$ cat src/rtl/fb_pkg.sv
// fb_pkg: framebuffer geometry, pixel entry and output-stage state shared by the plot path.
package fb_pkg;
  localparam int WIDTH = 160;
  localparam int HEIGHT = 120;
  localparam int ADDR_W = 15;
  typedef struct packed {
    logic [ADDR_W-1:0] addr;
    logic [2:0] colour;
  } pixel_t;
  typedef enum logic {IDLE, WRITE} out_state_e;
endpackage

$ cat src/rtl/plot_fifo.sv
// plot_fifo: synchronous FIFO of pixel entries with full/empty flags.
module plot_fifo #(
  parameter int DEPTH = 4,
  parameter int W = 18
) (
  input  logic         clk,
  input  logic         resetn,
  input  logic         push,
  input  logic         pop,
  input  logic [W-1:0] din,
  output logic [W-1:0] dout,
  output logic         full,
  output logic         empty
);
  localparam int AW = $clog2(DEPTH);
  logic [W-1:0] mem_q [DEPTH];
  logic [AW-1:0] wr_q, rd_q;
  logic [AW:0] cnt_q;
  logic do_push, do_pop;
  assign full = cnt_q == (AW+1)'(DEPTH);
  assign empty = cnt_q == '0;
  assign do_push = push && !full;
  assign do_pop = pop && !empty;
  assign dout = mem_q[rd_q];
  always_ff @(posedge clk)
    if (do_push) mem_q[wr_q] <= din;
  always_ff @(posedge clk or negedge resetn)
    if (!resetn) begin
      wr_q <= '0;
      rd_q <= '0;
      cnt_q <= '0;
    end else begin
      if (do_push) wr_q <= wr_q + 1'b1;
      if (do_pop) rd_q <= rd_q + 1'b1;
      cnt_q <= cnt_q + (AW+1)'(do_push) - (AW+1)'(do_pop);
    end
endmodule

$ cat src/rtl/plot_receiver.sv
// plot_receiver: range-checks plot requests, buffers accepted pixels and issues
// them to the framebuffer write port under a valid/ack handshake.
module plot_receiver
  import fb_pkg::*;
#(
  parameter int WIDTH = fb_pkg::WIDTH,
  parameter int HEIGHT = fb_pkg::HEIGHT,
  parameter int ADDR_W = fb_pkg::ADDR_W,
  parameter int FIFO_DEPTH = 4
) (
  input  logic              clk,
  input  logic              resetn,
  input  logic [7:0]        x,
  input  logic [6:0]        y,
  input  logic [2:0]        colour,
  input  logic              plot,
  output logic              ready,
  output logic [ADDR_W-1:0] mem_addr,
  output logic [2:0]        mem_data,
  output logic              mem_we,
  input  logic              mem_ack,
  input  logic              cnt_clr,
  output logic [7:0]        oob_count,
  output logic [7:0]        lost_count
);
  pixel_t pix_in, head, out_q, out_d;
  out_state_e state_q, state_d;
  logic [7:0] oob_q, oob_d, lost_q, lost_d;
  logic full, empty, in_range, accept, push, pop;
  assign in_range = int'(x) < WIDTH && int'(y) < HEIGHT;
  assign accept = plot && ready;
  assign push = accept && in_range;
  // y*160 as y*128 + y*32
  assign pix_in = '{addr: ADDR_W'({y, 7'b0}) + ADDR_W'({y, 5'b0}) + ADDR_W'(x), colour: colour};
  assign ready = !full;
  assign mem_we = state_q == WRITE;
  assign mem_addr = out_q.addr;
  assign mem_data = out_q.colour;
  assign oob_count = oob_q;
  assign lost_count = lost_q;
  plot_fifo #(.DEPTH(FIFO_DEPTH), .W($bits(pixel_t))) u_fifo (
    .clk(clk),
    .resetn(resetn),
    .push(push),
    .pop(pop),
    .din(pix_in),
    .dout(head),
    .full(full),
    .empty(empty)
  );
  always_comb begin
    state_d = state_q;
    out_d = out_q;
    pop = 1'b0;
    if (!empty && (state_q == IDLE || mem_ack)) begin
      pop = 1'b1;
      out_d = head;
      state_d = WRITE;
    end else if (state_q == WRITE && mem_ack) begin
      state_d = IDLE;
    end
    oob_d = cnt_clr ? 8'd0 : (accept && !in_range && oob_q != 8'hff) ? oob_q + 8'd1 : oob_q;
    lost_d = cnt_clr ? 8'd0 : (plot && !ready && lost_q != 8'hff) ? lost_q + 8'd1 : lost_q;
  end
  always_ff @(posedge clk or negedge resetn)
    if (!resetn) begin
      state_q <= IDLE;
      out_q <= '0;
      oob_q <= '0;
      lost_q <= '0;
    end else begin
      state_q <= state_d;
      out_q <= out_d;
      oob_q <= oob_d;
      lost_q <= lost_d;
    end
endmodule

$ cat config.mk
export PLATFORM = sky130hd
export DESIGN_NAME = plot_receiver
export DESIGN_NICKNAME = d
export VERILOG_FILES = /design/src/rtl/fb_pkg.sv /design/src/rtl/plot_fifo.sv /design/src/rtl/plot_receiver.sv
export SDC_FILE = /design/constraint.sdc
export NUM_CORES = 1
export LEC_CHECK = 0
export ABC_AREA = 1
export BUFFER_PORTS_ARGS = -buffer_cell sky130_fd_sc_hd__clkbuf_2
export CORE_MARGIN = 4
export CORE_UTILIZATION = 50
export DETAILED_ROUTE_END_ITERATION = 6
export PLACE_DENSITY_LB_ADDON = 0.25
export SKIP_CTS_REPAIR_TIMING = 1
export SLEW_MARGIN = 20
export SYNTH_ARGS = -nofsm -noshare
export SYNTH_HDL_FRONTEND = slang
export SYNTH_SLANG_ARGS = --single-unit
$ cat constraint.sdc
create_clock -name clk -period 2.5 [get_ports clk]
set_clock_uncertainty 0.15 [all_clocks]
set_input_delay 0.125 -clock clk [delete_from_list [all_inputs] [get_ports clk]]
set_output_delay 0.125 -clock clk [all_outputs]
set_load 0.03 [all_outputs]
==> impl_metrics.env <==
export IMPL_root_buffer="clkbuf_8"
export IMPL_final_cell_area_mm2=0.00654
export IMPL_r2r_start="u_fifo.cnt_q[1]$_DFF_PN0_"
export IMPL_violations="negative hold slack"
export IMPL_drive_gt1_share_pct=18.8
export IMPL_synthFlopType="edfxtp_1"
export IMPL_clk_latency_ns=0.51
export IMPL_die_area_mm2=0.0122
export IMPL_drcViolationCount=0
export IMPL_firstDrtPassIters=5
export IMPL_crit_path_start_kind="flip-flop"
export IMPL_timing_final_ws_setup_ns=0.482
export IMPL_num_vias=3865
export IMPL_area_delta_synth_final_pct=24.2
export IMPL_htree_num_levels=4
export IMPL_drv_slew=0
export IMPL_pre_cts_ws_ns=0.322
export IMPL_io_pins=59
export IMPL_finalHoldViolCount=4
export IMPL_cts_buffers=17
export IMPL_core_area_mm2=0.0103
export IMPL_setup_viol=0
export IMPL_grt_pass1_wl_mm=17.6
export IMPL_ff2ff_path_depth=10
export IMPL_async_reset_ff_share_pct=36.8
export IMPL_antenna_found_initial=0
export IMPL_final_util_pct=63.6
export IMPL_synth_edf_count=72
export IMPL_synth_nets=564
export IMPL_ys_types=29
export IMPL_ys_ff_latch=114
export IMPL_r2r_slack_ns=0.48
export IMPL_slew_headroom_pct=58.2
export IMPL_routabilityCongestion=0.848
export IMPL_synth_largest_area_cell="edfxtp_1"
export IMPL_ant_nets=0
export IMPL_dp_hpwl_mm=6.91
export IMPL_cp_slowest_stage_delay_ns=0.43
export IMPL_hold_path_class="in2reg"
export IMPL_pwr_density_cell_mw_per_mm2=1140
export IMPL_path_clk_slew_ns=0.06
export IMPL_hp_start="x[6]"
export IMPL_worst_slew_pin_slew_ns=0.625
export IMPL_holdWs_ns=-0.0200
export IMPL_fmax_mhz=496
export IMPL_syn_inst=517
export IMPL_die_x_um=111
export IMPL_grt_max_degree=38
export IMPL_start_util_pct=51.2
export IMPL_period_share_pct=80.7
export IMPL_cp_required_ns=2.75
export IMPL_worstSetupPathType="reg2reg"
export IMPL_gr_total_overflow=0
export IMPL_yosys_cell_count_top_type="nor2_1"
export IMPL_p_leak_nw=2.85
export IMPL_p_clk_share_pct=35.1
export IMPL_r2r_end="u_fifo.cnt_q[2]$_DFF_PN0_"
export IMPL_crit_cells=10
export IMPL_combinationalPowerShare_pct=29.0
export IMPL_status="complete, but fails checks"
export IMPL_crit_slowest_cell="dfrtp_1"
export IMPL_synth_area_mm2=0.00526
export IMPL_nFillCells=814
export IMPL_seq_power_share_pct=35.9
export IMPL_placement_io_buffers=58
export IMPL_switching_share_pct=34.2
export IMPL_yosysSeqAreaShare_pct=61.1
export IMPL_vias_per_cell=5.11
export IMPL_drtIter0Drc=180
export IMPL_finalWorstPathRequiredPeriod_ns=2.02
export IMPL_cp_max_fo=4
export IMPL_clkSinkCount=114
export IMPL_crit_path_end_kind="flip-flop"
export IMPL_crit_chain="nor2_1 -> nand2_1 -> nand2_2 -> inv_2 -> ha_1 -> inv_1 -> ha_1 -> inv_1 -> fa_1 -> xnor2_1"
export IMPL_rsz0062_at_grt="no"
export IMPL_path_buf_inv=3
export IMPL_num_rows=37
export IMPL_ys_warn_count=0
export IMPL_cap_violations=0
export IMPL_worstPathArrival_ns=2.26
export IMPL_place_area_mm2=0.00571
export IMPL_clk_path_buf_depth=2
export IMPL_min_path_cells=3
export IMPL_diodes=0
export IMPL_path_delay_family="adder cells"
export IMPL_ys_top_cells_by_count="nor2_1, nand2_1, edfxtp_1, dfrtp_1"
export IMPL_synth_top_cells_by_area="edfxtp_1, dfrtp_1, nor2_1"
export IMPL_power_switching_w=0.00254
export IMPL_grt_usage_pct=18.0
export IMPL_die_height_um=111
export IMPL_yosys_area_top_type_share_pct=41.1
export IMPL_ir_worst_vdd_mv=0.584
export IMPL_timing_setup_tns_ns=0
export IMPL_grt_pass1_vias=3673
export IMPL_syn_area_per_cell_um2=10.2
export IMPL_routed_wl_mm=10.6
export IMPL_min_to="u_fifo.mem_q[2][9]$_DFFE_PP_"
export IMPL_tritoncts="done"
export IMPL_final_nets=655
export IMPL_routedWlPerCell_um=14.0
export IMPL_internal_power_w=0.00489
## worst max path at each step
stage                              start                             to
3_5_place_dp                        y[0]  u_fifo.mem_q[1][15]$_DFFE_PP_
3_3_place_gp                        y[0]  u_fifo.mem_q[0][15]$_DFFE_PP_
4_1_cts        u_fifo.cnt_q[1]$_DFF_PN0_      u_fifo.cnt_q[2]$_DFF_PN0_
5_1_grt        u_fifo.cnt_q[1]$_DFF_PN0_      u_fifo.cnt_q[2]$_DFF_PN0_
6_report       u_fifo.cnt_q[1]$_DFF_PN0_      u_fifo.cnt_q[2]$_DFF_PN0_
2_1_floorplan  u_fifo.cnt_q[1]$_DFF_PN0_   u_fifo.mem_q[0][0]$_DFFE_PP_
## power groups by stage
stage / Sequential, W / Combinational, W / Clock (W)
after floorplan: 0.00297 / 0.00131 / 0
after global placement: 0.00269 / 0.00209 / 0
after detailed placement: 0.00270 / 0.00214 / 0
after CTS: 0.00267 / 0.00216 / 0.00264
after global routing: 0.00271 / 0.00243 / 0.00275
final: 0.00267 / 0.00216 / 0.00261
## cell families (layout without fill, tap and decap cells)
| family | Yosys count | count (layout) | synth area share, % |
|---|---|---|---|
| AND/OR/NAND/NOR | 234 | 234 | 18.2 |
| flip-flops | 114 | 114 | 61.1 |
| AO/OA/AOI/OAI | 75 | 75 | 7.75 |
| buffers and inverters | 60 | 164 | 5.21 |
| adder cells (fa/ha/maj) | 24 | 24 | 6.14 |
| XOR/XNOR | 10 | 10 | 1.66 |
## placed cells by master (no fill, tap or decap)
| cell | instances |
|---|---|
| nor2_1 | 120 |
| nand2_1 | 80 |
| edfxtp_1 | 72 |
| clkbuf_2 | 58 |
| dfrtp_1 | 42 |
| inv_1 | 39 |
| o21ai_0 | 39 |
| nand3_1 | 21 |
| ha_1 | 21 |
| a31oi_1 | 18 |
| dlygate4sd3_1 | 17 |
| clkbuf_16 | 16 |
| buf_4 | 13 |
| a21oi_1 | 9 |
| xor2_1 | 6 |
| inv_2 | 5 |
| o21ai_1 | 5 |
| bufinv_16 | 5 |
| nand2_2 | 4 |
| xnor2_1 | 4 |
| clkinv_4 | 4 |
| fa_1 | 3 |
| inv_6 | 3 |
| o21bai_1 | 2 |
| nand4_1 | 2 |
| nor2_2 | 2 |
| nor3_1 | 2 |
| clkbuf_8 | 2 |
| clkinvlp_4 | 2 |
| nor2_4 | 1 |
| a21boi_0 | 1 |
| a22oi_1 | 1 |
| nand3_4 | 1 |
| nand2_4 | 1 |
## per-layer routing
| metal | vias to the layer above | GRT usage, % | part of all wire (%) | wire length, um |
|---|---|---|---|---|
| li1 | 1920 | - | - | - |
| met5 | - | 0 | 0 | 0 |
| met2 | 119 | 29.9 | 50 | 5240 |
| met1 | 1814 | 22.6 | 43 | 4580 |
| met4 | 0 | 6.57 | 1.5 | 160 |
| met3 | 12 | 4.93 | 5.6 | 589 |
## cell type report
cell class | instances | area [um2] | area share [%]
clock inverters | 14 | 226 | 3.47
multi-input cells | 343 | 1770 | 27.1
well taps | 136 | 170 | 2.60
repair buffers | 88 | 558 | 8.54
clock buffers | 18 | 428 | 6.55
inverters | 44 | 165 | 2.53
flip-flops and latches | 114 | 3210 | 49.2
## worst reg2reg max path, cell delays in order (launching register included)
cell and delay [ns]:
dfrtp_1 0.43, nor2_1 0.10, nand2_1 0.06, nand2_2 0.08, inv_2 0.04, ha_1 0.27
inv_1 0.06, ha_1 0.13, inv_1 0.05, fa_1 0.39, xnor2_1 0.14
## through the flow
step	instances	power, W	hold slack, ns
finish	757	0.00743	-0.0200
global placement	708	0.00478	-0.0844
detailed placement	708	0.00484	-0.0853
CTS	740	0.00747	-0.626
floorplan	517	0.00428	-0.321
global route	757	0.00789	0.0150
## sequential cells by signal, indices dropped and copies added (netlist names)
| signal | cells |
|---|---|
| lost_count | 8 |
| u_fifo.rd_q | 2 |
| u_fifo.mem_q | 72 |
| mem_addr | 15 |
| oob_count | 8 |
| u_fifo.cnt_q | 3 |
| mem_data | 3 |
| mem_we | 1 |
| u_fifo.wr_q | 2 |
No activity file was read; power rests on OpenSTA's default activity.
